**src/rtl/seq_decoder.sv**
```systemverilog
// Registered binary-to-one-hot decoder with valid/ready direct requests
// and an autonomous up/down scan mode with programmable dwell.
module seq_decoder #(
  parameter int SEL_W   = 3,
  parameter int OUT_W   = 8,
  parameter int DWELL_W = 8
) (
  input  logic               clk,
  input  logic               rst_n,
  input  logic               in_valid,
  output logic               in_ready,
  input  logic [SEL_W-1:0]   in_sel,
  input  logic               scan_start,
  input  logic               scan_dir,
  input  logic               scan_abort,
  input  logic [DWELL_W-1:0] dwell,
  output logic [OUT_W-1:0]   out,
  output logic               out_valid,
  output logic               err,
  output logic               scan_busy,
  output logic               scan_done
);

  typedef enum logic {IDLE, SCAN} state_t;

  localparam logic [SEL_W:0]   OUT_W_C = (SEL_W+1)'(OUT_W);
  localparam logic [SEL_W-1:0] LAST    = SEL_W'(OUT_W-1);

  state_t               state_q, state_d;
  logic [SEL_W-1:0]     idx_q, idx_d;
  logic [DWELL_W-1:0]   cnt_q, cnt_d;
  logic [DWELL_W-1:0]   dwl_q, dwl_d;
  logic                 dir_q, dir_d;
  logic [OUT_W-1:0]     out_q, out_d;
  logic                 ov_q, ov_d;
  logic                 err_q, err_d;
  logic                 done_q, done_d;
  logic [SEL_W-1:0]     nxt_idx;
  logic                 at_last;

  // Range-checked decode; indices at or above OUT_W yield all-zero.
  function automatic logic [OUT_W-1:0] onehot(input logic [SEL_W-1:0] i);
    onehot = '0;
    for (int k = 0; k < OUT_W; k++)
      if ({1'b0, i} == (SEL_W+1)'(k)) onehot[k] = 1'b1;
  endfunction

  assign in_ready  = (state_q == IDLE) && !scan_start;
  assign out       = out_q;
  assign out_valid = ov_q;
  assign err       = err_q;
  assign scan_busy = (state_q == SCAN);
  assign scan_done = done_q;

  assign nxt_idx = dir_q ? idx_q - SEL_W'(1) : idx_q + SEL_W'(1);
  assign at_last = dir_q ? (idx_q == '0) : (idx_q == LAST);

  always_comb begin
    state_d = state_q;
    idx_d   = idx_q;
    cnt_d   = cnt_q;
    dwl_d   = dwl_q;
    dir_d   = dir_q;
    out_d   = out_q;
    ov_d    = ov_q;
    err_d   = err_q;
    done_d  = 1'b0;
    unique case (state_q)
      IDLE: begin
        if (scan_start) begin
          state_d = SCAN;
          dir_d   = scan_dir;
          dwl_d   = dwell;
          cnt_d   = '0;
          idx_d   = scan_dir ? LAST : '0;
          out_d   = onehot(scan_dir ? LAST : '0);
          ov_d    = 1'b1;
          err_d   = 1'b0;
        end else if (in_valid) begin
          ov_d  = 1'b1;
          err_d = ({1'b0, in_sel} >= OUT_W_C);
          out_d = onehot(in_sel);
        end
      end
      SCAN: begin
        if (scan_abort) begin
          state_d = IDLE;
          idx_d   = '0;
          cnt_d   = '0;
          out_d   = '0;
          ov_d    = 1'b0;
        end else if (cnt_q == dwl_q) begin
          cnt_d = '0;
          if (at_last) begin
            state_d = IDLE;
            idx_d   = '0;
            out_d   = '0;
            ov_d    = 1'b0;
            done_d  = 1'b1;
          end else begin
            idx_d = nxt_idx;
            out_d = onehot(nxt_idx);
          end
        end else begin
          cnt_d = cnt_q + DWELL_W'(1);
        end
      end
      default: state_d = IDLE;
    endcase
  end

  always_ff @(posedge clk or negedge rst_n) begin
    if (!rst_n) begin
      state_q <= IDLE;
      idx_q   <= '0;
      cnt_q   <= '0;
      dwl_q   <= '0;
      dir_q   <= 1'b0;
      out_q   <= '0;
      ov_q    <= 1'b0;
      err_q   <= 1'b0;
      done_q  <= 1'b0;
    end else begin
      state_q <= state_d;
      idx_q   <= idx_d;
      cnt_q   <= cnt_d;
      dwl_q   <= dwl_d;
      dir_q   <= dir_d;
      out_q   <= out_d;
      ov_q    <= ov_d;
      err_q   <= err_d;
      done_q  <= done_d;
    end
  end

endmodule

```
**config.mk**
```make
export PLATFORM = sky130hd
export DESIGN_NAME = seq_decoder
export DESIGN_NICKNAME = d
export VERILOG_FILES = /design/src/rtl/seq_decoder.sv
export SDC_FILE = /design/constraint.sdc
export NUM_CORES = 1
export LEC_CHECK = 0
export CAP_MARGIN = 20
export CORE_MARGIN = 3
export CORE_UTILIZATION = 30
export DETAILED_ROUTE_END_ITERATION = 8
export PLACE_DENSITY = 0.54
export REMOVE_ABC_BUFFERS = 1
export SETUP_SLACK_MARGIN = 0.05
export SKIP_CTS_REPAIR_TIMING = 1
export SYNTH_ARGS = -nofsm -noshare
export SYNTH_HDL_FRONTEND = slang
export SYNTH_SLANG_ARGS = --single-unit
```
**constraint.sdc**
```tcl
create_clock -name clk -period 2.4 [get_ports clk]
set_input_delay 0.36 -clock clk [delete_from_list [all_inputs] [get_ports clk]]
set_output_delay 0.36 -clock clk [all_outputs]
set_load 0.01 [all_outputs]
```
==> flow_metrics.tcl, run 1 <==
set metrics [dict create \
    synth_compound_area_frac 0.107 \
    synth.area.mux_share 0.142 \
    cts_sinks 31 \
    core_um2 5640 \
    critical_path_buf_inv_count 1 \
    async_flop_share 1.00 \
    critPathKind "reg2out" \
    critPathSlowestCell "clkdlybuf4s50_1" \
    timing.fmax_mhz 512 \
    place_area_um2 2140 \
    clock-root-buffer "clkbuf_8" \
    start_kind "flop" \
    yosys.area_share.simple 0.151 \
    outcome "completed" \
    syn_inst 164 \
    synth_edf_count 0 \
    firstDrtPassIters 4 \
    fin_cells 271 \
    grt_use_total 0.111 \
    row_count 27 \
    synthAdderAreaFrac 0.0533 \
    fin_area_um2 2240 \
    wl_per_cell_um 13.5 \
    hpwl_mm 2.74 \
    clock_latency_ns 0.28 \
    power.switching_mw 0.922 \
    holdWs_ns 0.472 \
    path_delay_family "buffers and inverters" \
    cts_tree "built" \
    dp_cells 263 \
    cts_buffer_depth 2 \
    routed_wl_mm 3.67 \
    p_int_mw 1.56 \
    h-tree-depth 2 \
    finalCriticalPeriod_ns 1.95 \
    synth.distinct_cells 40 \
    dr.first_iter.drc_count 98 \
    synthXorXnorAreaFrac 0.0639 \
    synth.avg_cell_area_um2 10.9 \
    pwr-share-comb 0.461 \
    antenna_cells_inserted 0 \
    vdd_drop_max_mv 0.398 \
    start_util 0.316 \
    rsz0062_at_grt "no" \
    ioPinCount 30 \
    p_leak_nw 0.996 \
    cp-end-kind "primary output" \
    max_stage_delay_ns 0.57 \
    cp.arrival_ns 1.59 \
    drcViolationCount 0 \
    hold_path.class "in2async" \
    gp_congestion 0.764 \
    dieWidth_um 83.1 \
    drive_above_1_share 0.191 \
    period_share 0.814 \
    ys_warn_count 0 \
    port_buffers 28 \
    seqPwrFrac 0.359 \
    finalHoldViolCount 0 \
    grt_max_degree 32 \
    maxCapViolations 0 \
    fin_skew_ns 0.00963 \
    power_frac_clock 0.179 \
    drv_slew 0 \
    clkSlewWorstSetupHoldPaths_ns 0.06 \
    setup_viol 0 \
    ys_ff_latch 31 \
    antenna_found_initial 0 \
    grt_pass1_wl_mm 6.09 \
    path_cells "nor2_1 > clkdlybuf4s50_1" \
    viasPerCell 4.77 \
    nets 222 \
    synth-main-ff-cell "dfrtp_1" \
    netlist_area_um2 1780 \
    die_h_um 83.1 \
    finalSetupTns_ns 0 \
    cp_data_required_time_ns 2.04 \
    vias 1292 \
    swShare 0.372 \
    synth_top_family_by_area "simple AND/OR/NAND/NOR gates" \
    antenna_left 0 \
    cts_made_buffers 5 \
    p_per_area_nw_per_um2 1110 \
    dieArea_um2 6900 \
    yosysSeqAreaShare 0.435 \
    grt_pass1_vias 1227 \
    syn_to_final_growth_pct 25.9 \
    crit_fanout 13 \
    grt_overflow 0 \
]
==> cells by family after synthesis <==
family                     after synthesis
DFF                                     31
AOI/OAI and AO/OA                       30
other                                    1
and+or+nand+nor                         48
xor gates and xnor gates                13
adders and majority gates                7
muxes                                   20
buffers and inverters                   14
==> flip-flops by register name, indices dropped and copies added, names as in the netlist <==
| name | flops |
|---|---|
| out | 8 |
| out_valid | 1 |
| cnt_q | 8 |
| scan_busy | 1 |
| idx_q | 3 |
| dir_q | 1 |
| scan_done | 1 |
| dwl_q | 8 |
==> layout make-up <==
| cell class | instances | area, um2 |
|---|---|---|
| fill | 567 | 3400 |
| tap | 72 | 90.1 |
| inverter | 7 | 26.3 |
| multi-input combinational | 119 | 927 |
| timing repair buffer | 34 | 325 |
| sequential | 31 | 776 |
| clock buffer | 8 | 100 |
==> per-layer routing <==
| layer | share of wire | track usage | vias to the layer above | wire (um) |
|---|---|---|---|---|
| met5 | 0 | 0 | - | 0 |
| met4 | 0.011 | 0.0446 | 0 | 39 |
| met3 | 0.036 | 0.0278 | 2 | 133 |
| met2 | 0.45 | 0.164 | 29 | 1650 |
| met1 | 0.50 | 0.153 | 618 | 1850 |
| li1 | - | - | 643 | - |
==> synthesized netlist by cell type, types with 4 or more instances <==
cell     instances  area, um2
a21oi_1          4       20.0
ha_1             6       75.1
mux2_2          11        124
xor2_1          10       87.6
nand2_1         15       56.3
nor2_1           5       18.8
dfrtp_1         31        776
o22ai_1          4       25.0
inv_1            7       26.3
mux2_4           8        120
o21ai_0         12       60.1
nand3_1          5       25.0
==> worst reg2reg max path, delay by kind of cell, from the launching register on <==
kind	cells	cell delay, ns
compound gates	1	0.24
xor+xnor	1	0.19
mux	1	0.35
simple gates	2	0.58
flops	1	0.43
==> placed cells by master, fill, tap and decap left out, types with 4 or more instances in the layout <==
cell type        Yosys  routed
dfrtp_1             31      31
clkdlybuf4s50_1      0      28
nand2_1             15      15
o21ai_0             12      12
mux2_2              11      11
xor2_1              10      10
mux2_4               8       8
inv_1                7       7
clkbuf_8             0       7
ha_1                 6       6
buf_4                2       6
nor2_1               5       5
nand3_1              5       5
a21oi_1              4       4
o22ai_1              4       4
==> power groups by stage <==
stage | combinational [mW] | clock [mW] | sequential (mW)
floorplan | 0.755 | 0 | 0.889
global placement | 1.14 | 0 | 0.900
detailed placement | 1.16 | 0 | 0.903
CTS | 1.16 | 0.462 | 0.894
global route | 1.28 | 0.487 | 0.922
finish | 1.15 | 0.445 | 0.892
==> metrics by stage <==
| stage | power (mW) | setup slack, ns | util |
|---|---|---|---|
| finish | 2.48 | 0.447 | 0.398 |
| global route | 2.69 | 0.320 | 0.398 |
| CTS | 2.52 | 0.398 | 0.398 |
| detailed placement | 2.06 | 0.445 | 0.380 |
| global placement | 2.04 | 0.428 | 0.380 |
| floorplan | 1.64 | 0.538 | - |
==> path summary, 6_finish.rpt <==
| path | start | end | slack (ns) | depth (start not counted) |
|---|---|---|---|---|
| worst max-delay path | scan_busy | in_ready | 0.45 | 2 |
| worst min-delay path | rst_n | scan_done | 0.47 | 2 |
| worst max register to register | cnt_q[5] | idx_q[2] | 0.50 | 5 |
| worst min register to register | out[4] | out[4] | 0.51 | 1 |
| max in group asynchronous | rst_n | out[7] | 1.63 | 2 |
| min in group clk | out[4] | out[4] | 0.51 | 1 |
No activity file was read; power rests on OpenSTA's default activity.
==> run 2: changes to the inputs <==
--- a/config.mk
+++ b/config.mk
@@ -9,7 +9,7 @@
 export CORE_MARGIN = 3
 export CORE_UTILIZATION = 30
 export DETAILED_ROUTE_END_ITERATION = 8
-export PLACE_DENSITY = 0.54
+export PLACE_DENSITY = 0.56
 export REMOVE_ABC_BUFFERS = 1
 export SETUP_SLACK_MARGIN = 0.05
 export SKIP_CTS_REPAIR_TIMING = 1
==> constraint.sdc (replaced) <==
create_clock -name clk -period 1.7 [get_ports clk]
set_input_delay 0.255 -clock clk [delete_from_list [all_inputs] [get_ports clk]]
set_output_delay 0.255 -clock clk [all_outputs]
set_load 0.01 [all_outputs]
==> flow_metrics.tcl, run 2 (synthesis results as in run 1) <==
set metrics [dict create \
    core_um2 5640 \
    period_share 1.07 \
    layout_commonest_cell "buf_4" \
    antenna_found_initial 0 \
    setup_viol 11 \
    dieArea_um2 6900 \
    crit_fanout 8 \
    cp_data_required_time_ns 1.86 \
    setup_ws_ns -0.119 \
    viasPerCell 4.65 \
    start_kind "flop" \
    grt_pass1_vias 1366 \
    p_leak_nw 1.19 \
    timing.fmax_mhz 550 \
    dieWidth_um 83.1 \
    finalHoldViolCount 0 \
    cts_sinks 31 \
    grt_max_degree 32 \
    wl_per_cell_um 13.3 \
    drv_slew 0 \
    grt_overflow 0 \
    finalSetupTns_ns -1.17 \
    max_stage_delay_ns 0.39 \
    cts_buffer_depth 2 \
    port_buffers 28 \
    h-tree-depth 2 \
    routed_wl_mm 3.95 \
    firstDrtPassIters 4 \
    finalCriticalPeriod_ns 1.82 \
    antenna_left 0 \
    path_cells "xor2_1 > nor4_2 > a21o_1 > and2_4 > mux2_4" \
    fin_skew_ns 0.00872 \
    fin_area_um2 2530 \
    vias 1385 \
    ioPinCount 30 \
    clock_latency_ns 0.28 \
    hold_path.class "in2async" \
    hpwl_mm 2.99 \
    cp.arrival_ns 1.98 \
    place_area_um2 2320 \
    path_delay_family "simple AND/OR/NAND/NOR gates" \
    syn_to_final_growth_pct 41.8 \
    gp_congestion 0.783 \
    start_util 0.316 \
    rr_worst_depth 5 \
    antenna_cells_inserted 0 \
    clkSlewWorstSetupHoldPaths_ns 0.07 \
    vdd_drop_max_mv 0.592 \
    critPathSlowestCell "dfrtp_1" \
    cts_tree "built" \
    drive_above_1_share 0.327 \
    grt_use_total 0.120 \
    critPathKind "reg2reg" \
    maxCapViolations 0 \
    rsz0062_at_grt "yes" \
    cts_made_buffers 5 \
    row_count 27 \
    critical_path_buf_inv_count 0 \
    cp-end-kind "flop" \
    violations "negative setup slack" \
    final_cell_mix "buf_4, dfrtp_1, clkdlybuf4s50_1" \
    dr.first_iter.drc_count 57 \
    nets 250 \
    p_per_area_nw_per_um2 1590 \
    clock-root-buffer "clkbuf_8" \
    drcViolationCount 0 \
    grt_pass1_wl_mm 6.58 \
    die_h_um 83.1 \
    path_depth 5 \
    outcome "finished, violations left" \
]
run 2: changes by cell type in the layout (fill, tap and decap cells not counted), sizes merged:
cell | before | now
clkinv | 0 | 1
buf | 6 | 34
clkdlybuf4s50 | 28 | 26
clkbuf | 8 | 6
dlymetal6s2s | 0 | 2
run 2: metrics by stage:
stage	hold slack, ns	instances	setup WS [ns]	power (mW)	util
after CTS	0.384	294	-0.189	3.83	0.428
after floorplan	-0.0406	157	-0.162	2.32	-
after detailed placement	0.497	287	-0.152	3.23	0.412
final	0.357	298	-0.119	4.02	0.448
after global routing	0.410	298	-0.201	4.31	0.448
after global placement	0.501	287	-0.119	3.19	0.412
run 2: area by class of cell:
cell class              count  area [um2]
multi-input cells         119         996
clock buffers               6        82.6
flip-flops and latches     31         777
inverters                   7        26.3
well taps                  72        90.1
clock inverters             1        5.00
repair buffers             62         552
fillers                   544        3110
run 2: path summary, 6_finish.rpt:
path	to	startpoint	slack, ns
worst min register to register	out[5]	out[5]	0.52
worst max-delay path	out[1]	cnt_q[5]	-0.12
min in group clk	out[5]	out[5]	0.52
worst min-delay path	idx_q[0]	rst_n	0.36
worst max register to register	out[1]	cnt_q[5]	-0.12
max in group asynchronous	scan_busy	rst_n	1.04
run 2: power breakdown:
| part | internal, mW | switching [mW] |
|---|---|---|
| Combinational | 1.22 | 1.01 |
| Clock | 0.317 | 0.276 |
| Sequential | 1.00 | 0.188 |
| Total | 2.54 | 1.47 |
run 2: routing by layer:
| metal | part of all wire | track usage | up-vias |
|---|---|---|---|
| li1 | - | - | 696 |
| met5 | 0 | 0 | - |
| met1 | 0.48 | 0.161 | 658 |
| met4 | 0.019 | 0.0490 | 0 |
| met3 | 0.039 | 0.0357 | 5 |
| met2 | 0.46 | 0.179 | 26 |
run 2: worst reg2reg max path: stages, from the launching register on:
cell,delay [ns]
dfrtp_1,0.39
xor2_1,0.17
nor4_2,0.38
a21o_1,0.20
and2_4,0.24
mux2_4,0.32
